===== config.mk =====
export PLATFORM = sky130hd
export DESIGN_NAME = ram_bank_router
export DESIGN_NICKNAME = d
export VERILOG_FILES = /design/src/rtl/ram_bank_router.sv
export SDC_FILE = /design/constraint.sdc
export NUM_CORES = 1
export LEC_CHECK = 0
export CELL_PAD_IN_SITES_DETAIL_PLACEMENT = 0
export CELL_PAD_IN_SITES_GLOBAL_PLACEMENT = 1
export CORE_AREA = 2 2 94 132
export CTS_BUF_LIST = sky130_fd_sc_hd__clkbuf_8
export DETAILED_ROUTE_END_ITERATION = 8
export DIE_AREA = 0 0 96 134
export PLACE_DENSITY = 0.76
export SETUP_SLACK_MARGIN = 0.2
export SLEW_MARGIN = 5
export SYNTH_ARGS = -nofsm -noshare
export SYNTH_HDL_FRONTEND = slang
export SYNTH_SLANG_ARGS = --single-unit

===== constraint.sdc =====
create_clock -name clk -period 2.3 [get_ports clk]
set_clock_uncertainty 0.15 [all_clocks]
set_input_delay 0.46 -clock clk [delete_from_list [all_inputs] [get_ports clk]]
set_output_delay 0.46 -clock clk [all_outputs]
set_load 0.02 [all_outputs]

===== src/rtl/ram_bank_router.sv =====
// rtl/ram_bank_router.sv - routes one CPU access to one of NUM_BANKS RAM banks
//
// Purpose: accepts a held mem_rd/mem_wr request, raises a one-hot request to
// the bank selected by the top address bits and waits for a rising edge on
// that bank's done line (or a timeout). It then returns the bank's feedback
// and a level work_done to the memory stage.
//
// Ports:
//   clk, rst                 clock, synchronous active-high reset
//   mem_rd, mem_wr           CPU request levels, held until work_done
//   addr, wdata              CPU address and write data
//   ram_work_done            per-bank done levels
//   ram_feedback             per-bank feedback, bank k at [k*DATA_W +: DATA_W]
//   ram_need_to_work         one-hot bank request
//   ram_rd, ram_wr           latched operation
//   ram_addr, ram_wdata      latched address and write data
//   work_done                access complete, or nothing pending
//   feedback                 registered read result (all ones on timeout)
//   timeout_err              last access timed out
module ram_bank_router #(
    parameter int ADDR_W      = 16,
    parameter int DATA_W      = 16,
    parameter int NUM_BANKS   = 2,
    parameter int BANK_BITS   = 1,
    parameter int TIMEOUT_CYC = 255
) (
    input  logic                        clk,
    input  logic                        rst,
    input  logic                        mem_rd,
    input  logic                        mem_wr,
    input  logic [ADDR_W-1:0]           addr,
    input  logic [DATA_W-1:0]           wdata,
    input  logic [NUM_BANKS-1:0]        ram_work_done,
    input  logic [NUM_BANKS*DATA_W-1:0] ram_feedback,
    output logic [NUM_BANKS-1:0]        ram_need_to_work,
    output logic                        ram_rd,
    output logic                        ram_wr,
    output logic [ADDR_W-1:0]           ram_addr,
    output logic [DATA_W-1:0]           ram_wdata,
    output logic                        work_done,
    output logic [DATA_W-1:0]           feedback,
    output logic                        timeout_err
);

    typedef enum logic [1:0] {
        IDLE = 2'd0,
        BUSY = 2'd1,
        DONE = 2'd2
    } state_t;

    localparam logic [31:0] TMO_LAST = (TIMEOUT_CYC == 0) ? 32'd0 : 32'(TIMEOUT_CYC - 1);

    state_t                 r_state;
    state_t                 w_state_nxt;
    logic [BANK_BITS-1:0]   r_sel;
    logic [NUM_BANKS-1:0]   r_done_prev;
    logic [31:0]            r_timer;
    logic [NUM_BANKS-1:0]   r_need;
    logic                   r_rd;
    logic                   r_wr;
    logic [ADDR_W-1:0]      r_addr;
    logic [DATA_W-1:0]      r_wdata;
    logic [DATA_W-1:0]      r_feedback;
    logic                   r_timeout_err;

    logic                   w_req;
    logic                   w_accept;
    logic                   w_complete;
    logic                   w_timeout;
    logic [BANK_BITS-1:0]   w_sel_in;
    logic [DATA_W-1:0]      w_fb_sel;

    assign w_req    = mem_rd | mem_wr;
    assign w_sel_in = addr[ADDR_W-1 -: BANK_BITS];

    // Only a rise on the latched bank counts; a level that was already high
    // when the request was accepted must fall and rise again.
    assign w_complete = ram_work_done[r_sel] & ~r_done_prev[r_sel];
    assign w_timeout  = (TIMEOUT_CYC != 0) && (r_timer == TMO_LAST);

    always_comb begin
        w_fb_sel = '0;
        for (int k = 0; k < NUM_BANKS; k++) begin
            if (r_sel == k[BANK_BITS-1:0]) begin
                w_fb_sel = ram_feedback[k*DATA_W +: DATA_W];
            end
        end
    end

    always_comb begin
        w_state_nxt = r_state;
        w_accept    = 1'b0;
        case (r_state)
            IDLE: begin
                if (w_req) begin
                    w_accept    = 1'b1;
                    w_state_nxt = BUSY;
                end
            end
            BUSY: begin
                if (w_complete || w_timeout) begin
                    w_state_nxt = DONE;
                end
            end
            DONE: begin
                // Stay until the CPU drops its request so a held level is
                // never issued twice.
                if (!w_req) begin
                    w_state_nxt = IDLE;
                end
            end
            default: w_state_nxt = IDLE;
        endcase
    end

    always_ff @(posedge clk) begin
        if (rst) begin
            r_state <= IDLE;
        end else begin
            r_state <= w_state_nxt;
        end
    end

    always_ff @(posedge clk) begin
        if (rst) begin
            r_sel         <= '0;
            r_done_prev   <= '0;
            r_timer       <= '0;
            r_need        <= '0;
            r_rd          <= 1'b0;
            r_wr          <= 1'b0;
            r_addr        <= '0;
            r_wdata       <= '0;
            r_feedback    <= '0;
            r_timeout_err <= 1'b0;
        end else begin
            r_done_prev <= ram_work_done;
            if (w_accept) begin
                r_sel         <= w_sel_in;
                r_addr        <= addr;
                r_wdata       <= wdata;
                r_wr          <= mem_wr;
                r_rd          <= mem_rd & ~mem_wr;
                r_need        <= NUM_BANKS'(1) << w_sel_in;
                r_timer       <= '0;
                r_timeout_err <= 1'b0;
            end
            if (r_state == BUSY) begin
                r_timer <= r_timer + 32'd1;
                // Completion takes priority over a coincident timeout.
                if (w_complete) begin
                    r_feedback <= w_fb_sel;
                    r_need     <= '0;
                end else if (w_timeout) begin
                    r_feedback    <= '1;
                    r_timeout_err <= 1'b1;
                    r_need        <= '0;
                end
            end
        end
    end

    assign ram_need_to_work = r_need;
    assign ram_rd           = r_rd;
    assign ram_wr           = r_wr;
    assign ram_addr         = r_addr;
    assign ram_wdata        = r_wdata;
    assign feedback         = r_feedback;
    assign timeout_err      = r_timeout_err;
    assign work_done        = (r_state == DONE) || ((r_state == IDLE) && !w_req);

endmodule


# Word level (Yosys, flattened, before mapping)
# Index checks and enable logic that the tools add are counted.
[word_totals]
regBits = 90
in_bits = 70
[classes]
n_addsub = 1
magnitude_cmp = 1
n_eq_ne = 6
shift = 1
n_mux = 23
bitwise_logic = 5
n_reduce_logical = 9
[op_table]
columns = ["op", "count"]
rows = [
  ["$mux W32", 2],
  ["$mux W16", 3],
  ["$add A32 B1 Y32 const B", 1],
  ["$eq A32 B8 Y1 const B", 1],
  ["$mux W2", 7],
  ["$mux W1", 10],
  ["$ne A2 B2 Y1 const B", 3],
  ["$pmux W2 S3", 1],
  ["$reduce_bool A2 Y1", 2],
  ["$reduce_and A3 Y1", 1],
  ["$and A1 B1 Y1", 2],
  ["$eq A2 B1 Y1 const B", 1],
  ["$eq A2 B2 Y1 const B", 1],
  ["$logic_not A2 Y1", 1],
  ["$logic_or A1 B1 Y1", 2],
  ["$lt A1 B2 Y1 const B", 1],
  ["$not A1 Y1", 2],
  ["$reduce_and A2 Y1", 1],
  ["$shl A1 B1 Y2 const A", 1],
  ["$logic_and A1 B1 Y1", 1],
  ["$logic_not A1 Y1", 1],
  ["$or A1 B1 Y1", 1],
]

# Depth between registers and ports, before layout
[logic_depth]
ltp_word = 7
mapped_depth = 8
depth_no_buf = 7

# Least setup slack after synthesis
# No wires, ideal clock.
[synth_timing]
kind = "flip-flop to flip-flop"
startpoint = "register r_timer[4]"
endpoint = "register r_timer[21]"
arrival_time_ns = 1.817
setup_slack_ns = 0.268
path_stages_with_launch = 6
path_buffers = 0
cell_sequence = "dfxtp_1 nand4_4 or4_4 nor4_1 mux2_2 nor2_1"
[synth_via]
elab_chain_len = 2
[synth_lines]
columns = ["element", "line", "text"]
rows = [
  ["from (decl)", "57", "logic [31:0] r_timer;"],
  ["from (signal assigned)", "149", "r_timer <= r_timer + 32'd1;"],
  ["$add A32 B1 Y32", "149", ""],
  ["$mux W32", "148", "if (r_state == BUSY) begin"],
]
# Every way passes these cells.
# A chain may end at the register's enable or synchronous reset.

# Worst setup path in the final report
[layout_timing]
startpoint = "register r_timer[3]"
endpoint = "register r_timer[19]"
# Same word-level chain as after synthesis.

==> flow_summary.yaml <==
grt:
  grt_use_total_pct: 16.8
  grt_pass1_vias: 3606
  antenna_found_initial: 0
  grt_first_pass_wirelength_mm: 17.2
  gr-total-overflow: 0
  grt_max_degree: 36
synthesis:
  ys.flop_type: "dfxtp_1"
  syn_nets: 535
  ys_async_sr_fraction_pct: 0
  yosys-top-cells-area: "dfxtp_1, nand2_1, a21oi_1"
  synth_area_um2: 3860
  synth.avg_cell_area_um2: 8.34
  synth_top_area_cell: "dfxtp_1"
  synth-seq-area-share_pct: 46.1
  synth_edf_count: 0
  synth_top_area_share_pct: 46.1
  synth.distinct_cells: 46
  synthCells: 463
  synth_seq_cells: 89
  synth_warnings: 0
clocking:
  htreeDepth: 3
  cts_buffers: 9
  cts.sinks: 89
  clkTransAtPathRegs_ns: 0.09
  cts.path.max_buffers: 2
  cts_tree: "built"
  hold_buffers: 0
  clk_latency_ns: 0.36
  cts_root_buffer: "clkbuf_8"
setup_path:
  r2r_cells: 5
  path_cells: "nand2_1, or4_4, buf_6, or4_1, a21oi_1"
  r2r-start: "r_timer[3]$_SDFFE_PP0P_"
  worstReg2RegEnd: "r_timer[19]$_SDFFE_PP0P_"
  cp.required_ns: 2.45
  worstPathMaxFanout: 12
  r2r_slack_ns: 0.26
  cp_data_arrival_time_ns: 2.19
  slowest_delay_ns: 0.58
  endpoint: "r_timer[19]$_SDFFE_PP0P_"
  cp_slowest_cell: "or4_4"
  cp-startpoint: "r_timer[3]$_SDFFE_PP0P_"
  cp_num_cells: 5
  worstSetupPathType: "register to register"
  cpLargestDelayFamily: "simple AND/OR/NAND/NOR gates"
  start_kind: "register"
  path_buf_inv: 1
  cp-end-kind: "register"
layout:
  antennaDiodeCount: 0
  syn2layout_area_growth_pct: 47.2
  final_cells: 752
  fin_nets: 672
  drive_above_1_share_pct: 14.4
routing:
  drcViolationCount: 0
  wl_per_cell_um: 14.2
  totalWireLength_mm: 10.7
  ant_nets: 0
  drtIter0Drc: 84
  vias: 3761
  viasPerCell: 5.00
  dr.pass1.iters: 4
timing:
  max_slew.worst_pin.slew_ns: 0.499
  setup_slack_ns: 0.256
  holdWs_ns: 0.308
  hold_violations: 0
  min_period_over_period_pct: 88.9
  tns_ns: 0
  rsz0062_at_grt: "yes"
  max_slew_margin_pct: 66.6
  fmax_ghz: 0.489
  setup_violations: 0
  slew_viol_final: 0
  timing.final.crit_period_ns: 2.04
die:
  coreArea_um2: 11700
  die_w_um: 96
  initial_core_util_pct: 33.0
  rows: 47
  die_area_um2: 12900
  pin_count: 124
  die_h_um: 134
placed_design:
  dp_hpwl_mm: 7.81
  pre_cts_ws_ns: -0.136
  placedCellCount: 732
  io_buffers: 123
  gp_congestion: 0.781
power_and_ir_drop:
  p_leak_nw: 1.99
  ir_drop_mv: 0.357
  p_per_area_nw_per_um2: 623
status:
  status: "completed"
hold_path:
  hold_class: "register to register"
job:
  maxCapViolCount: 0
==> Yosys cell counts (all sizes together), types with 10 or more instances <==
library cell,count
nand2,98
dfxtp,89
a21oi,56
nor2,28
clkbuf,22
inv,20
a221oi,16
mux2i,16
nand3,13
mux2,11
nand4,10
==> kinds of logic after synthesis <==
family | synth area share, %
adders and majority gates | 0.648
AOI/OAI and AO/OA | 15.0
and+or+nand+nor | 25.3
muxes | 7.35
DFF | 46.1
buffers and inverters | 5.38
xor gates and xnor gates | 0.227
==> registers in the layout, indices dropped and copies added, names as in the netlist <==
signal,cells
r_timer,32
feedback,16
ram_wdata,16
ram_addr,15
r_done_prev,2
r_state,2
ram_need_to_work,2
r_sel,1
ram_rd,1
ram_wr,1
timeout_err,1
==> where the power goes <==
part / internal [mW] / switching (mW) / total [mW]
registers: 1.63 / 0.0448 / 1.67
clock network: 0.543 / 0.581 / 1.12
logic: 0.368 / 0.377 / 0.745
==> how the worst min path moves through the flow <==
stage	start	endpoint	slack, ns	cells past startpoint
after floorplan	r_timer[10]$_SDFFE_PP0P_	r_timer[10]$_SDFFE_PP0P_	0.32	2
after global routing	rst	r_timer[3]$_SDFFE_PP0P_	0.30	2
after global placement	ram_addr[13]$_SDFFE_PP0P_	ram_addr[13]$_SDFFE_PP0P_	0.29	2
final	ram_addr[11]$_SDFFE_PP0P_	ram_addr[11]$_SDFFE_PP0P_	0.31	2
after CTS	rst	r_timer[3]$_SDFFE_PP0P_	0.29	2
after detailed placement	ram_wdata[15]$_SDFFE_PP0P_	ram_wdata[15]$_SDFFE_PP0P_	0.30	2
==> worst reg2reg max path: stages (launching register included) <==
cell and delay (ns):
dfxtp_2 0.36, nand2_1 0.12, or4_4 0.58, buf_6 0.17, or4_1 0.46, a21oi_1 0.14
==> layer usage <==
metal	global-route usage (%)	vias to the layer above	wire (um)
li1	-	1897	-
met5	0	-	0
met3	2.08	21	462
met2	30.2	89	5620
met1	18.9	1754	4260
met4	8.57	0	338
==> through the flow <==
step | power (mW) | instance area [um2] | util (%)
6_report | 3.54 | 5690 | 48.6
2_1_floorplan | 2.07 | 3860 | -
3_5_place_dp | 2.46 | 5400 | 46.1
3_3_place_gp | 2.45 | 5400 | 46.1
5_1_grt | 3.72 | 5690 | 48.6
4_1_cts | 3.59 | 5650 | 48.3
==> layout make-up <==
type	count	area [um2]
flip-flops and latches	89	1790
clock inverters	6	71.3
repair buffers	157	1510
multi-input cells	323	1920
well taps	147	184
clock buffers	10	138
fillers	1129	6020
inverters	20	75.1
==> repair_timing <==
action | 4_1_cts | 5_1_grt
gates resized for setup | 7 | 10
endpoints found under the setup margin | 25 | 27
pin swaps | 3 | 4
buffers inserted | 3 | 1
==> layout by cell type, fill, tap and decap left out, types with 13 or more instances in the layout <==
cell	instances
a21oi_1	55
a221oi_1	15
buf_4	31
clkdlybuf4s50_1	121
dfxtp_1	84
inv_1	20
mux2i_1	16
nand2_1	98
nand3_1	13
nor2_1	28
No activity file was read; power rests on OpenSTA's default activity.
